### config.mk
export PLATFORM = sky130hd
export DESIGN_NAME = led_pwm_sequencer
export DESIGN_NICKNAME = d
export VERILOG_FILES = /design/src/rtl/led_pwm_pkg.sv /design/src/rtl/led_pwm_tick_gen.sv /design/src/rtl/led_pwm_sequencer.sv
export SDC_FILE = /design/constraint.sdc
export NUM_CORES = 1
export LEC_CHECK = 0
export ABC_AREA = 1
export BUFFER_PORTS_ARGS = -buffer_cell sky130_fd_sc_hd__buf_2
export CAP_MARGIN = 20
export CORE_MARGIN = 2
export CORE_UTILIZATION = 55
export CTS_BUF_LIST = sky130_fd_sc_hd__clkbuf_4
export CTS_CLUSTER_SIZE = 20
export DETAILED_ROUTE_END_ITERATION = 8
export GPL_TIMING_DRIVEN = 0
export PLACE_DENSITY = 0.8
export RECOVER_POWER = 25
export SLEW_MARGIN = 20
export SYNTH_ARGS = -nofsm -noshare
export SYNTH_HDL_FRONTEND = slang
export SYNTH_SLANG_ARGS = --single-unit
### constraint.sdc
create_clock -name saatDarbesi -period 7.4 [get_ports saatDarbesi]
set_input_delay 2.22 -clock saatDarbesi [delete_from_list [all_inputs] [get_ports saatDarbesi]]
set_output_delay 2.22 -clock saatDarbesi [all_outputs]
set_load 0.1 [all_outputs]
### src/rtl/led_pwm_pkg.sv
// Shared types and constants for the LED PWM sequencer.
package led_pwm_pkg;
  typedef enum logic [1:0] {IDLE, APPLY, SCAN} state_t;

  localparam logic MODE_SET   = 1'b0;
  localparam logic MODE_FADE  = 1'b1;
  localparam int   DEF_DUTY_W = 7;
endpackage

### src/rtl/led_pwm_tick_gen.sv
// Fade-tick prescaler: one-cycle tick every TICK_DIV clocks.
module led_pwm_tick_gen #(
  parameter int TICK_DIV = 1048576
) (
  input  logic saatDarbesi,
  input  logic reset,
  output logic tick
);
  localparam int CW = $clog2(TICK_DIV);

  logic [CW-1:0] r_cnt;
  logic          w_wrap;

  assign w_wrap = (r_cnt == CW'(TICK_DIV - 1));
  assign tick   = w_wrap;

  always_ff @(posedge saatDarbesi or posedge reset) begin
    if (reset)       r_cnt <= '0;
    else if (w_wrap) r_cnt <= '0;
    else             r_cnt <= r_cnt + 1'b1;
  end
endmodule

### src/rtl/led_pwm_sequencer.sv
// Eight-channel LED duty controller: command handshake, round-robin fade scan,
// shared PWM counter compared against each channel's current duty.
module led_pwm_sequencer
  import led_pwm_pkg::*;
#(
  parameter int N_LED    = 8,
  parameter int DUTY_W   = DEF_DUTY_W,
  parameter int TICK_DIV = 1048576
) (
  input  logic              saatDarbesi,
  input  logic              reset,
  input  logic              cmd_valid,
  output logic              cmd_ready,
  input  logic [2:0]        cmd_led,
  input  logic [DUTY_W-1:0] cmd_duty,
  input  logic              cmd_mode,
  output logic              cmd_err,
  output logic              busy,
  output logic [N_LED-1:0]  LED
);
  localparam logic [3:0] NL = 4'(N_LED);

  state_t            r_state;
  logic [DUTY_W-1:0] r_cur [8];
  logic [DUTY_W-1:0] r_tgt [8];
  logic [2:0]        r_idx;
  logic [2:0]        r_cled;
  logic [DUTY_W-1:0] r_cduty;
  logic              r_cmode;
  logic              r_pend;
  logic              r_ready;
  logic              r_err;
  logic              r_busy;
  logic [DUTY_W-1:0] r_pwm;
  logic [N_LED-1:0]  r_led;
  logic              w_tick;
  logic              w_cvalid;
  logic              w_busy;
  logic [N_LED-1:0]  w_led;

  led_pwm_tick_gen #(.TICK_DIV(TICK_DIV)) u_tick (
    .saatDarbesi (saatDarbesi),
    .reset       (reset),
    .tick        (w_tick)
  );

  assign w_cvalid  = ({1'b0, r_cled} < NL);
  assign cmd_ready = r_ready;
  assign cmd_err   = r_err;
  assign busy      = r_busy;
  assign LED       = r_led;

  always_ff @(posedge saatDarbesi or posedge reset) begin
    if (reset) begin
      r_state <= IDLE;
      r_idx   <= '0;
      r_cled  <= '0;
      r_cduty <= '0;
      r_cmode <= MODE_SET;
      r_pend  <= 1'b0;
      r_ready <= 1'b1;
      r_err   <= 1'b0;
      for (int i = 0; i < 8; i++) begin
        r_cur[i] <= '0;
        r_tgt[i] <= '0;
      end
    end else begin
      r_err <= 1'b0;
      case (r_state)
        IDLE: begin
          if (cmd_valid) begin
            r_cled  <= cmd_led;
            r_cduty <= cmd_duty;
            r_cmode <= cmd_mode;
            r_err   <= ({1'b0, cmd_led} >= NL);
            r_ready <= 1'b0;
            r_state <= APPLY;
            if (w_tick) r_pend <= 1'b1;
          end else if (w_tick || r_pend) begin
            r_idx   <= '0;
            r_pend  <= 1'b0;
            r_ready <= 1'b0;
            r_state <= SCAN;
          end
        end
        APPLY: begin
          if (w_cvalid) begin
            r_tgt[r_cled] <= r_cduty;
            if (r_cmode == MODE_SET) r_cur[r_cled] <= r_cduty;
          end
          if (w_tick) r_pend <= 1'b1;
          r_ready <= 1'b1;
          r_state <= IDLE;
        end
        SCAN: begin
          // Steps only move toward the target, so they can never wrap.
          if (r_cur[r_idx] < r_tgt[r_idx])      r_cur[r_idx] <= r_cur[r_idx] + 1'b1;
          else if (r_cur[r_idx] > r_tgt[r_idx]) r_cur[r_idx] <= r_cur[r_idx] - 1'b1;
          if (w_tick) r_pend <= 1'b1;
          if (r_idx == 3'(N_LED - 1)) begin
            r_ready <= 1'b1;
            r_state <= IDLE;
          end else begin
            r_idx <= r_idx + 1'b1;
          end
        end
        default: begin
          r_ready <= 1'b1;
          r_state <= IDLE;
        end
      endcase
    end
  end

  always_comb begin
    w_busy = 1'b0;
    w_led  = '0;
    for (int i = 0; i < N_LED; i++) begin
      w_led[i] = (r_pwm < r_cur[i]);
      w_busy   = w_busy | (r_cur[i] != r_tgt[i]);
    end
  end

  always_ff @(posedge saatDarbesi or posedge reset) begin
    if (reset) begin
      r_pwm  <= '0;
      r_led  <= '0;
      r_busy <= 1'b0;
    end else begin
      r_pwm  <= r_pwm + 1'b1;
      r_led  <= w_led;
      r_busy <= w_busy;
    end
  end
endmodule

# Yosys cells after proc, flatten, opt, wreduce, memory -nomap -nowiden
# Index checks and enable logic that the tools add are counted.
[classes]
n_bitwise = 9
mux = 34
n_lt_le_gt_ge = 14
addsub = 5
eq_ne = 19
reduce_logical = 13
[op_table]
columns = ["op", "count"]
rows = [
  ["bitwise mux 56 bit", 4],
  ["2-to-1 mux 56 bit", 3],
  ["one-hot mux 56 bit (2 select lines)", 1],
  ["< comparator 7 bit", 9],
  ["inequality test 7 bit", 8],
  ["binary-select mux 7 bit (select 3 bit)", 2],
  ["demux 7 bit (select 3 bit)", 2],
  ["2-to-1 mux 7 bit", 6],
  ["adder 20 x 1 -> 20 bit (second input constant)", 1],
  ["== test 20 bit (second input constant)", 1],
  ["2-to-1 mux 20 bit", 1],
  ["adder 7 x 1 -> 7 bit (second input constant)", 2],
  ["inequality test 2 bit (second input constant)", 5],
  ["2-to-1 mux 3 bit", 3],
  ["greater-or-equal comparator 4 bit (second input constant)", 2],
  ["< comparator 4 x 1 -> 1 bit (second input constant)", 2],
  ["inverter 3 -> 4 bit", 2],
  ["greater-than comparator 7 bit", 1],
  ["OR 1 bit", 7],
  ["subtractor 7 x 1 -> 7 bit (second input constant)", 1],
  ["2-to-1 mux 2 bit", 3],
  ["inequality test 3 bit (second input constant)", 2],
  ["one-hot mux 3 bit (2 select lines)", 1],
  ["AND reduction 2 bit", 3],
  ["14 further kinds", 22],
]
[totals]
input_bits = 14
elab_cells = 121
output_inout_bits = 11
regBits = 166

# Logic depth before layout (Yosys ltp)
# Gate-level depths: netlist of run 1.
[logic_depth]
depth_word = 9
depth_mapped = 21
depth_no_buf = 20

# Cells and area by module
# Synthesis of run 1 repeated with hierarchy kept, for this count alone.
[unflattened]
cells_unflattened = 1393
area_unflattened_um2 = 10822.9
[by_module_without_submodules]
columns = ["module", "seq_area_each_um2", "area_each_um2", "n_inst", "cells_per_inst"]
rows = [
  ["led_pwm_sequencer", 3654.8, 9658.0, 1, 1247],
  ["led_pwm_tick_gen", 500.5, 1164.9, 1, 146],
]

# Worst setup path before layout of run 1
# OpenSTA, ideal clock, no wires.
[synth_path]
kind = "register to output"
startpoint = "register r_led[0], in the netlist LED[0]"
endpoint = "output LED[0]"
path_buffers = 0
path_stages_with_launch = 1
path_slack_ns = 4.297
required_time_ns = 5.180
arrival_ns = 0.883
cell_sequence = "dfrtp_1"
[synth_rtl]
columns = ["item", "line", "text"]
rows = [
  ["start, declared", "led_pwm_sequencer.sv:35", "logic [N_LED-1:0] r_led;"],
  ["start signal, assigned", "led_pwm_sequencer.sv:131", "r_led <= w_led;"],
  ["end, declared", "led_pwm_sequencer.sv:19", "output logic [N_LED-1:0] LED"],
]
# No word-level cell between the ends.

# Worst setup path in the final report of run 1
[layout_path]
startpoint = "register r_idx[0]"
endpoint = "register r_cur[1] (netlist bit)"
[layout_between]
elab_chain_cells = 9
[layout_lines]
columns = ["item", "line", "text"]
rows = [
  ["start, declared", "led_pwm_sequencer.sv:26", "logic [2:0] r_idx;"],
  ["start signal, assigned", "led_pwm_sequencer.sv:104", "r_idx <= r_idx + 1'b1;"],
  ["inverter 3 -> 4 bit (not written as such) *", "led_pwm_sequencer.sv:97, led_pwm_sequencer.sv:98", ""],
  ["binary-select mux 7 bit (select 3 bit), or another cell as far along", "led_pwm_sequencer.sv:97, led_pwm_sequencer.sv:98", ""],
  ["2-to-1 mux 7 bit (not written as such) or logical AND 1 bit (tied branches)", "led_pwm_sequencer.sv:97, led_pwm_sequencer.sv:98", ""],
  ["2-to-1 mux 7 bit (not written as such)", "led_pwm_sequencer.sv:97, led_pwm_sequencer.sv:98", ""],
  ["subtractor 7 x 1 -> 7 bit or demux 7 bit (select 3 bit) (tied branches)", "led_pwm_sequencer.sv:98, led_pwm_sequencer.sv:97", ""],
  ["bitwise mux 56 bit", "led_pwm_sequencer.sv:98", "else if (r_cur[r_idx] > r_tgt[r_idx]) r_cur[r_idx] <= r_cur[r_idx] - 1'b1;"],
  ["2-to-1 mux 56 bit", "led_pwm_sequencer.sv:98", ""],
  ["2-to-1 mux 56 bit", "led_pwm_sequencer.sv:97", "if (r_cur[r_idx] < r_tgt[r_idx]) r_cur[r_idx] <= r_cur[r_idx] + 1'b1;"],
  ["one-hot mux 56 bit (2 select lines)", "led_pwm_sequencer.sv:69", "case (r_state)"],
  ["end signal, assigned by index", "led_pwm_sequencer.sv:89", "if (r_cmode == MODE_SET) r_cur[r_cled] <= r_cduty;"],
  ["end, declared", "led_pwm_sequencer.sv:24", "logic [DUTY_W-1:0] r_cur [8];"],
]
# Every way passes the cells marked *; elsewhere a longest branch is shown, timed or not. The select of a mux whose other input is x is not followed.
# A chain may end at the register's enable or synchronous reset.

==> out/metrics.yaml, run 1 <==
synth_top_area_cell: "dfrtp_1"
intPower_mw: 2.42
comb_power_share_pct: 58.3
worst_slack_ps: 3100
violations: "capacitance limit, slew limit"
wirelength_um: 34500
drcViolationCount: 0
r2r_cells: 17
final_cell_count_no_fill: 1663
num_rows: 50
pin_count: 25
grt_antenna_before_repair: 1
vias: 9819
fin_crit_sh_pct: 58.1
ir_worst_vdd_mv: 0.282
syn_avg_cell_area_um2: 7.67
drive_gt1_share_pct: 9.45
hold_path_class: "register to register"
yosys_warnings: 0
cts-resized-gates: 0
initial_core_util_pct: 56.1
min_path_cells: 1
fin_skew_ps: 30.9
dp.final_hpwl_um: 25700
path_cells: "buf_6 -> buf_4 -> clkbuf_1 -> nand2_1 -> inv_1 -> nand2_1 -> o21ai_0 -> a2111oi_0 -> ha_1 -> a21oi_1 -> o21ai_0 -> nand2_1 -> nand2_2 -> xnor2_1 -> o22ai_1 -> nor2_1 -> a21oi_1"
setup_viol: 0
ys_seq_elements: 166
switchingPower_mw: 3.09
clk_latency_ps: 600
critPathTopFamily: "compound AO/OA/AOI/OAI gates"
postCtsSetupBuffers: 0
r2r_end: "r_cur[1]"
syn_nets: 1451
grtUsageTotal_pct: 35.4
clock-sinks: 166
rsz0062_at_grt: "false"
final_cell_mix: "344 x nand2_1, 165 x dfrtp_1, 151 x nor2_1, 142 x inv_1, 91 x o21ai_0"
status: "complete, but fails checks"
required_ps: 7880
root_buffer: "clkbuf_4"
holdBufCountCts: 0
synth_ff_type: "dfrtp_1"
cp-start-kind: "register"
clock.fmax_ghz: 0.233
timing.final.crit_period_ps: 4300
cap_violations: 1
synth_cells: 1373
viasPerCell: 5.90
grt_max_degree: 107
reg2reg_slack_ps: 3100
grt_pass1_vias: 9079
drtIter0Drc: 1268
dp_slack_ps: 3150
final_common_cell: "nand2_1"
cp-end-kind: "register"
seqPwrFrac_pct: 30.6
cpPeakStageDelay_ps: 990
seq_area_frac_synth_pct: 39.5
dieWidth_um: 142
gp_congestion: 1.02
nNetsFinal: 1494
die_area_mm2: 0.0203
crit_slowest_cell: "xnor2_1"
first_pass_iters: 9
critPathBufInv: 4
min-delay-start: "u_tick.r_cnt[0]"
crit_arrival_ps: 4770
synth_cell_types: 48
cts_tree: "done"
hold_violations: 0
power.share.clock_pct: 11.1
synth_edf_count: 0
synthTopCellsByArea: "dfrtp_1 39%, nand2_1 12%, ha_1 7.6%"
worst_pin_slew_ps: 2790
slew_viol_final: 61
tns_ps: 0
synth_area_mm2: 0.0105
min_to: "u_tick.r_cnt[0]"
grt-ovfl-total: 0
ys_async_sr_fraction_pct: 100
slew_headroom_pct: -87.0
dp.cells: 1631
core-area_mm2: 0.0188
area_delta_synth_final_pct: 7.13
path_class: "register to register"
port_buffers: 23
crit_fanout: 10
ant_nets: 0
leakagePower_nw: 5.55
grt_pass1_wl_um: 53000
cts.clk_slew.worst_paths_ps: 140
cpMostUsedCell: "nand2_1"
synth_top_cell_area_share_pct: 39.2
cts_buffer_depth: 2
p_total_mw: 5.51
p_sw_share_pct: 56.1
cts_buffers: 17
die_y_um: 142
htree_levels: 4
wl_per_cell_um: 20.7
powerDensity_mw_per_mm2: 488
r2r_start: "r_idx[0]"
## stage by stage
step	util, %	hold WS, ps	cell area, um2
after floorplan	-	433	10500
after global placement	58.3	450	10900
after detailed placement	58.4	459	11000
after CTS	60.1	477	11300
after global routing	60.1	499	11300
final	60.1	469	11300
## power by group through the flow
stage / combinational [mW] / clock (mW) / sequential (mW)
detailed placement: 3.09 / 0 / 1.69
floorplan: 2.01 / 0 / 1.67
global route: 3.46 / 0.643 / 1.70
global placement: 3.03 / 0 / 1.69
finish: 3.21 / 0.610 / 1.69
CTS: 3.09 / 0.611 / 1.67
## worst reg2reg max path, stage by stage (launching register included)
cell	delay [ps]
dfrtp_1	430
buf_6	160
buf_4	200
clkbuf_1	280
nand2_1	170
inv_1	130
nand2_1	80
o21ai_0	90
a2111oi_0	430
ha_1	330
a21oi_1	150
o21ai_0	100
nand2_1	80
nand2_2	190
xnor2_1	990
o22ai_1	200
nor2_1	160
a21oi_1	50
## per-layer routing
layer / global-route usage, % / up-vias / share of wire (%)
li1: - / 4596 / -
met1: 48.1 / 4634 / 41
met2: 56.2 / 483 / 46
met3: 6.59 / 106 / 8.9
met4: 14.5 / 0 / 4.5
met5: 0 / - / 0
## area by class of cell
class,count,area [um2]
fill,1768,7490
clock buffer,17,128
clock inverter,14,185
inverter,157,597
tap,234,293
multi-input combinational,1012,5560
buffer,38,218
timing repair buffer,24,143
antenna,1,2.50
sequential,166,4160
## state kept, by name, summed over array words and instances (netlist names)
register      flops
LED               8
busy              1
cmd_ready         1
r_cduty           7
r_cled            3
r_cmode           1
r_cur            56
r_idx             3
r_pend            1
r_pwm             7
r_state           2
r_tgt            56
u_tick.r_cnt     20
## cell usage after synthesis (all sizes together) (2+ instances only)
cell type and count:
clkinv 2, nand4 30, a2111oi 9, dfrtp 165
a21boi 20, o22ai 16, nand3 57, nand2 357
or2 5, o21bai 3, buf 21, xor2 31
nor4 7, inv 155, clkbuf 17, o211ai 9
o2111ai 3, o21a 2, o21ai 98, nor3 17
nor2 167, a221oi 4, ha 64, a21oi 64
xnor2 34, a22oi 5, a211oi 3
## how the worst max path moves through the flow
| stage | slack [ps] | to | cells after the start | startpoint |
|---|---|---|---|---|
| after floorplan | 690 | LED[0] | 1 | reset |
| final | 3100 | r_cur[1] | 17 | r_idx[0] |
| after CTS | 3240 | r_cur[1] | 17 | r_idx[0] |
| after global routing | 2920 | r_cur[37] | 18 | r_idx[0] |
| after global placement | -1240 | LED[7] | 2 | reset |
| after detailed placement | 3150 | r_cur[1] | 17 | r_idx[0] |
## kinds of logic after synthesis
kind of cell | share of synthesized area, %
xor gates and xnor gates | 5.48
buffers and inverters | 7.74
DFF | 39.5
and+or+nand+nor | 26.0
other | 0.0356
adders and majority gates | 7.61
AOI/OAI and AO/OA | 13.6
Power figures use the tool's default switching activity.
==> run 2: changes to the inputs <==
Settings changed: PLACE_DENSITY 0.8 to 0.83.
Clock period 7.4 ns to 3.9 ns, I/O delays scaled along.
==> out/metrics.yaml, run 2 (same netlist as run 1, synthesis figures left out) <==
wirelength_um: 33800  # -1.9%
r2r_start: "r_idx[0]"
setup_viol: 0  # unchanged
htree_levels: 4  # unchanged
crit_arrival_ps: 4290  # -480 ps
gp_congestion: 1.01  # -0.84%
area_delta_synth_final_pct: 9.11
final_cell_mix: "344 x nand2_1, 164 x dfrtp_1, 149 x nor2_1, 141 x inv_1, 91 x o21ai_0"
grt-ovfl-total: 0  # unchanged
hold_violations: 0  # unchanged
dieWidth_um: 142  # unchanged
slew_headroom_pct: -29.1  # +58 points
status: "complete, but fails checks"
hold_path_class: "register to register"
nNetsFinal: 1503  # +0.60%
critPathLaunch: "r_idx[0]"
reg_top3: "r_cur: 56 flops, r_tgt: 56 flops, u_tick.r_cnt: 20 flops"
initial_core_util_pct: 56.1  # unchanged
powerDensity_mw_per_mm2: 941  # +93%
min-delay-start: "u_tick.r_cnt[0]"
clock-sinks: 166  # unchanged
final_area_mm2: 0.0115  # +1.8%
ant_nets: 0  # unchanged
cp-start-kind: "register"
grt_pass1_vias: 9544  # +5.1%
min_to: "u_tick.r_cnt[0]"
reg2reg_slack_ps: 140  # -2960 ps
root_buffer: "clkbuf_4"
die_y_um: 142  # unchanged
min_path_cells: 1  # unchanged
cts_buffers: 17  # unchanged
grt_max_degree: 33  # -69%
cap_violations: 2  # +1
drive_gt1_share_pct: 10.6  # +1.1 points
path_class: "register to register"
violations: "capacitance limit, slew limit"
dp.cells: 1635  # +0.25%
r2r_end: "r_cur[12]"
final_cell_count_no_fill: 1673  # +0.60%
final_common_cell: "nand2_1"
die_area_mm2: 0.0203  # unchanged
n_fill_cell: 1693  # -4.2%
core-area_mm2: 0.0188  # unchanged
pin_count: 25  # unchanged
clock.fmax_ghz: 0.266  # +14%
slew_viol_final: 64  # +4.9%
ir_worst_vdd_mv: 0.802  # +180%
wl_per_cell_um: 20.2  # -2.5%
cts_tree: "done"
r2r_cells: 21  # +4
worst_pin_slew_ps: 1940  # -853 ps
cts.clk_slew.worst_paths_ps: 170  # +30 ps
place_area_mm2: 0.0110  # +0.63%
timing.final.crit_period_ps: 3760  # -538 ps
num_rows: 50  # unchanged
cts_buffer_depth: 2  # unchanged
fin_skew_ps: 40.6  # +9.71 ps
dp.final_hpwl_um: 25500  # -0.72%
drtIter0Drc: 1230  # -3.0%
grt_pass1_wl_um: 52800  # -0.48%
vias: 9909  # +0.92%
grtUsageTotal_pct: 34.8  # -0.63 points
clk_latency_ps: 610  # about the same
crit_fanout: 10  # unchanged
cp-end-kind: "register"
grt_antenna_before_repair: 1  # unchanged
final_util_pct: 61.2  # +1.1 points
fin_crit_sh_pct: 96.4  # +38 points
viasPerCell: 5.92  # +0.31%
tns_ps: 0  # unchanged
first_pass_iters: 9  # unchanged
drcViolationCount: 0  # unchanged
leakagePower_nw: 5.65  # +1.8%
required_ps: 4430  # -3450 ps
port_buffers: 23  # unchanged
-- run 2: cell count changes in the layout (fill, tap and decap cells not counted), sizes merged --
cell	delta
buf	+8
clkinv	+6
clkinvlp	-3
bufinv	-2
clkbuf	+1
-- run 2: critical path: stages (launching register included) --
cell	delay, ps
dfrtp_1	430
buf_6	160
buf_4	190
clkbuf_4	210
nand2_1	140
inv_2	80
nand2_1	60
o21ai_0	120
a2111oi_2	440
ha_1	320
a21oi_1	160
o21ai_0	110
nand2_1	130
nand2_4	130
a31oi_4	220
buf_12	160
buf_12	110
o21ai_2	70
buf_2	200
nand2_1	70
inv_1	30
a21oi_1	130
-- run 2: timing repair --
item | CTS | global route
pin swaps | 2 | 3
resized for setup | 3 | 14
setup buffers | 3 | 2
setup endpoints to repair | 56 | 56
hold buffers | 0 | 0
-- run 2: cell type report --
| cell class | instances | area, um2 | share of cell area (%) |
|---|---|---|---|
| Timing Repair Buffer | 33 | 270 | 2.35 |
| Antenna cell | 1 | 2.50 | 0.0218 |
| Buffer | 38 | 225 | 1.96 |
| Clock buffer | 17 | 128 | 1.11 |
| Inverter | 157 | 597 | 5.20 |
| Multi-Input combinational cell | 1012 | 5590 | 48.7 |
| Tap cell | 234 | 293 | 2.55 |
| Clock inverter | 15 | 218 | 1.90 |
| Sequential cell | 166 | 4160 | 36.2 |
-- run 2: how the worst max path moves through the flow --
stage | cells after the start | endpoint | slack, ps
2_1_floorplan | 1 | LED[0] | 620
3_3_place_gp | 2 | LED[6] | -480
3_5_place_dp | 17 | r_cur[1] | -310
4_1_cts | 17 | r_cur[53] | 20
5_1_grt | 21 | r_cur[5] | -30
6_report | 21 | r_cur[12] | 140
-- run 2: routing by layer --
| layer | track usage, % | routed length, um | up-vias |
|---|---|---|---|
| li1 | - | - | 4610 |
| met1 | 45.0 | 13500 | 4588 |
| met2 | 54.8 | 15100 | 564 |
| met3 | 6.63 | 2870 | 147 |
| met4 | 20.2 | 2370 | 0 |
| met5 | 0 | 0 | - |
-- run 2: stage by stage --
stage	power [mW]	worst slack, ps	hold WS [ps]
after floorplan	6.99	618	433
after global placement	8.89	-476	452
after detailed placement	9.00	-311	453
after CTS	10.5	23.6	474
after global routing	11.4	-34.1	507
final	10.8	139	474
-- run 2: where the power goes --
group / switching, mW / internal [mW]
sequential: 0.831 / 2.38
clock: 0.785 / 0.380
combinational: 4.39 / 2.04
==> run 3: changes to the inputs <==
Settings changed: ABC_AREA 1 to not set.
==> out/metrics.yaml, run 3 <==
setup_viol: 0  # unchanged
min_to: "u_tick.r_cnt[16]"
grt-ovfl-total: 0  # unchanged
crit_arrival_ps: 4360  # +70 ps
cts_buffer_depth: 2  # unchanged
grt_antenna_before_repair: 1  # unchanged
first_pass_iters: 6  # -3
initial_core_util_pct: 56.6  # +0.48 points
cts.clk_slew.worst_paths_ps: 140  # -30 ps
status: "complete, but fails checks"
worst_pin_slew_ps: 1650  # -281 ps
synth.most_common_cell: "dfrtp_1"
synthTopCellsByArea: "dfrtp_1 40%, mux2_2 8.2%, ha_1 7.8%"
cts_buffers: 17  # unchanged
grt_pass1_vias: 8311  # -13%
synth_cells: 1009  # -27%
cp-start-kind: "register"
cpPeakStageDelay_ps: 560  # +120 ps
synth_area_mm2: 0.0103  # -2.5%
die_y_um: 141  # -1.2%
hold_violations: 0  # unchanged
cap_violations: 1  # -1
slew_headroom_pct: -10.3  # +19 points
holdBufCountCts: 0  # unchanged
drcViolationCount: 0  # unchanged
final_area_mm2: 0.0117  # +1.8%
slew_viol_final: 27  # -58%
fin_skew_ps: 32.7  # -7.92 ps
reg2reg_slack_ps: 20  # -120 ps
place_area_mm2: 0.0108  # -2.0%
yosys_warnings: 0  # unchanged
crit_slowest_cell: "mux4_2"
timing.final.crit_period_ps: 3880  # +120 ps
leakagePower_nw: 5.02  # -11%
vias: 8645  # -13%
seq_area_frac_synth_pct: 40.5  # +1.0 points
r2r_end: "r_cur[41]"
synth_edf_count: 0  # unchanged
fin_crit_sh_pct: 99.5  # +3.1 points
violations: "capacitance limit, slew limit"
ys_top_cells_by_count: "165 x dfrtp_1, 75 x mux2_2, 64 x ha_1"
path_class: "register to register"
syn_avg_cell_area_um2: 10.2  # +33%
root_buffer: "clkbuf_4"
required_ps: 4370  # -60 ps
path_cells: "buf_4 -> buf_4 -> buf_6 -> mux4_2 -> mux2i_4 -> ha_1 -> a21oi_4 -> nand2_1 -> o21ai_4 -> o211a_4 -> buf_6 -> o21ai_1 -> a22o_1 -> a31oi_1"
hold_path_class: "register to register"
ant_nets: 0  # unchanged
drtIter0Drc: 1118  # -9.1%
final_common_cell: "dfrtp_1"
dieWidth_um: 141  # -1.2%
min_path_cells: 1  # unchanged
ys_seq_elements: 166  # unchanged
ir_worst_vdd_mv: 0.450  # -44%
r2r_start: "r_idx[2]"
clock.fmax_ghz: 0.258  # -3.1%
powerDensity_mw_per_mm2: 751  # -20%
port_buffers: 23  # unchanged
cts_tree: "done"
gp_congestion: 1.06  # +4.6%
wl_per_cell_um: 24.3  # +20%
viasPerCell: 6.54  # +10%
critPathBufInv: 4  # -4
nNetsFinal: 1157  # -23%
area_delta_synth_final_pct: 13.8
dp.final_hpwl_um: 23400  # -8.4%
ys_async_sr_fraction_pct: 100  # unchanged
syn_nets: 1087  # -25%
core-area_mm2: 0.0181  # -3.3%
grt_max_degree: 34  # +3.0%
cp-end-kind: "register"
pin_count: 25  # unchanged
htree_levels: 4  # unchanged
reg_top3: "r_cur: 56 flops, r_tgt: 56 flops, u_tick.r_cnt: 20 flops"
grtUsageTotal_pct: 32.9  # -1.9 points
critPathTopFamily: "compound AO/OA/AOI/OAI gates"
wirelength_um: 32200  # -5.0%
synth_top_cell_area_share_pct: 40.2  # +0.99 points
final_cell_mix: "163 x dfrtp_1, 74 x mux2_2, 64 x ha_1, 58 x nand2_1, 55 x nor2_1"
min-delay-start: "u_tick.r_cnt[16]"
clk_latency_ps: 600  # about the same
crit_fanout: 10  # unchanged
synth_ff_type: "dfrtp_1"
synth_cell_types: 67  # +40%
drive_gt1_share_pct: 22.2  # +12 points
num_rows: 49  # -2.0%
die_area_mm2: 0.0198  # -2.4%
synth_top_area_cell: "dfrtp_1"
grt_pass1_wl_um: 48700  # -7.7%
r2r_cells: 14  # -33%
tns_ps: 0  # unchanged
clock-sinks: 166  # unchanged
-- run 3: kinds of logic (layout without fill, tap and decap cells) --
kind of cell / Yosys count / after routing / synth area share (%)
fa+ha+maj: 64 / 64 / 7.80
buf+inv: 114 / 196 / 4.41
compound gates: 240 / 240 / 15.7
mux: 106 / 106 / 12.8
flops: 166 / 166 / 40.5
xor+xnor: 82 / 82 / 7.25
other cells: 1 / 2 / 0.0365
simple gates: 236 / 236 / 11.5
-- run 3: how the worst max path moves through the flow --
| stage | start | to | slack, ps | depth (start not counted) |
|---|---|---|---|---|
| finish | r_idx[2] | r_cur[41] | 20 | 14 |
| global route | r_idx[0] | r_cur[8] | -40 | 18 |
| CTS | r_idx[0] | r_cur[45] | 2 | 14 |
| detailed placement | r_idx[2] | r_cur[25] | -1660 | 15 |
| global placement | r_idx[2] | r_cur[32] | -1700 | 15 |
| floorplan | r_idx[0] | r_cur[10] | 110 | 15 |
-- run 3: worst reg2reg max path: stages, from the launching register on --
cell and delay [ps]:
dfrtp_2 420, buf_4 200, buf_4 230, buf_6 210
mux4_2 560, mux2i_4 210, ha_1 320, a21oi_4 190
nand2_1 110, o21ai_4 240, o211a_4 270, buf_6 180
o21ai_1 140, a22o_1 260, a31oi_1 240
-- run 3: per-stage QoR --
step | util [%] | hold slack, ps | cells | power (mW) | setup slack [ps]
6_report | 64.4 | 484 | 1321 | 8.78 | 18.3
5_1_grt | 64.4 | 503 | 1321 | 9.18 | -38.0
4_1_cts | 62.6 | 486 | 1301 | 8.41 | 1.79
3_5_place_dp | 59.6 | 464 | 1267 | 7.09 | -1660
3_3_place_gp | 58.8 | 452 | 1261 | 6.97 | -1700
2_1_floorplan | - | 438 | 1009 | 5.78 | 106
-- run 3: cell type report --
class / count / area (um2)
antenna: 1 / 2.50
buffer: 52 / 348
clock buffer: 17 / 128
clock inverter: 14 / 145
fill: 1423 / 6460
inverter: 59 / 225
multi-input combinational: 729 / 5910
sequential: 166 / 4160
tap: 229 / 287
timing repair buffer: 54 / 485
-- run 3: power breakdown --
part	leakage [nW]	internal [mW]	total, mW	switching, mW
Clock	0.147	0.384	1.03	0.648
Combinational	2.82	1.89	4.63	2.73
Sequential	2.06	2.33	3.12	0.794
Total	5.02	4.61	8.78	4.18
-- run 3: routing by layer --
layer  global-route usage (%)  wire length (um)  vias up
met5                        0                 0        -
met3                     8.05              3570      152
li1                         -                 -     3761
met1                     44.1             12500     4158
met2                     49.7             14100      574
met4                     17.3              2000        0
-- run 3: repair_timing --
item,in CTS,in global routing
gates cloned,0,2
gates resized for setup,63,51
buffers inserted,4,19
pin swaps,5,10
setup endpoints to repair,56,56
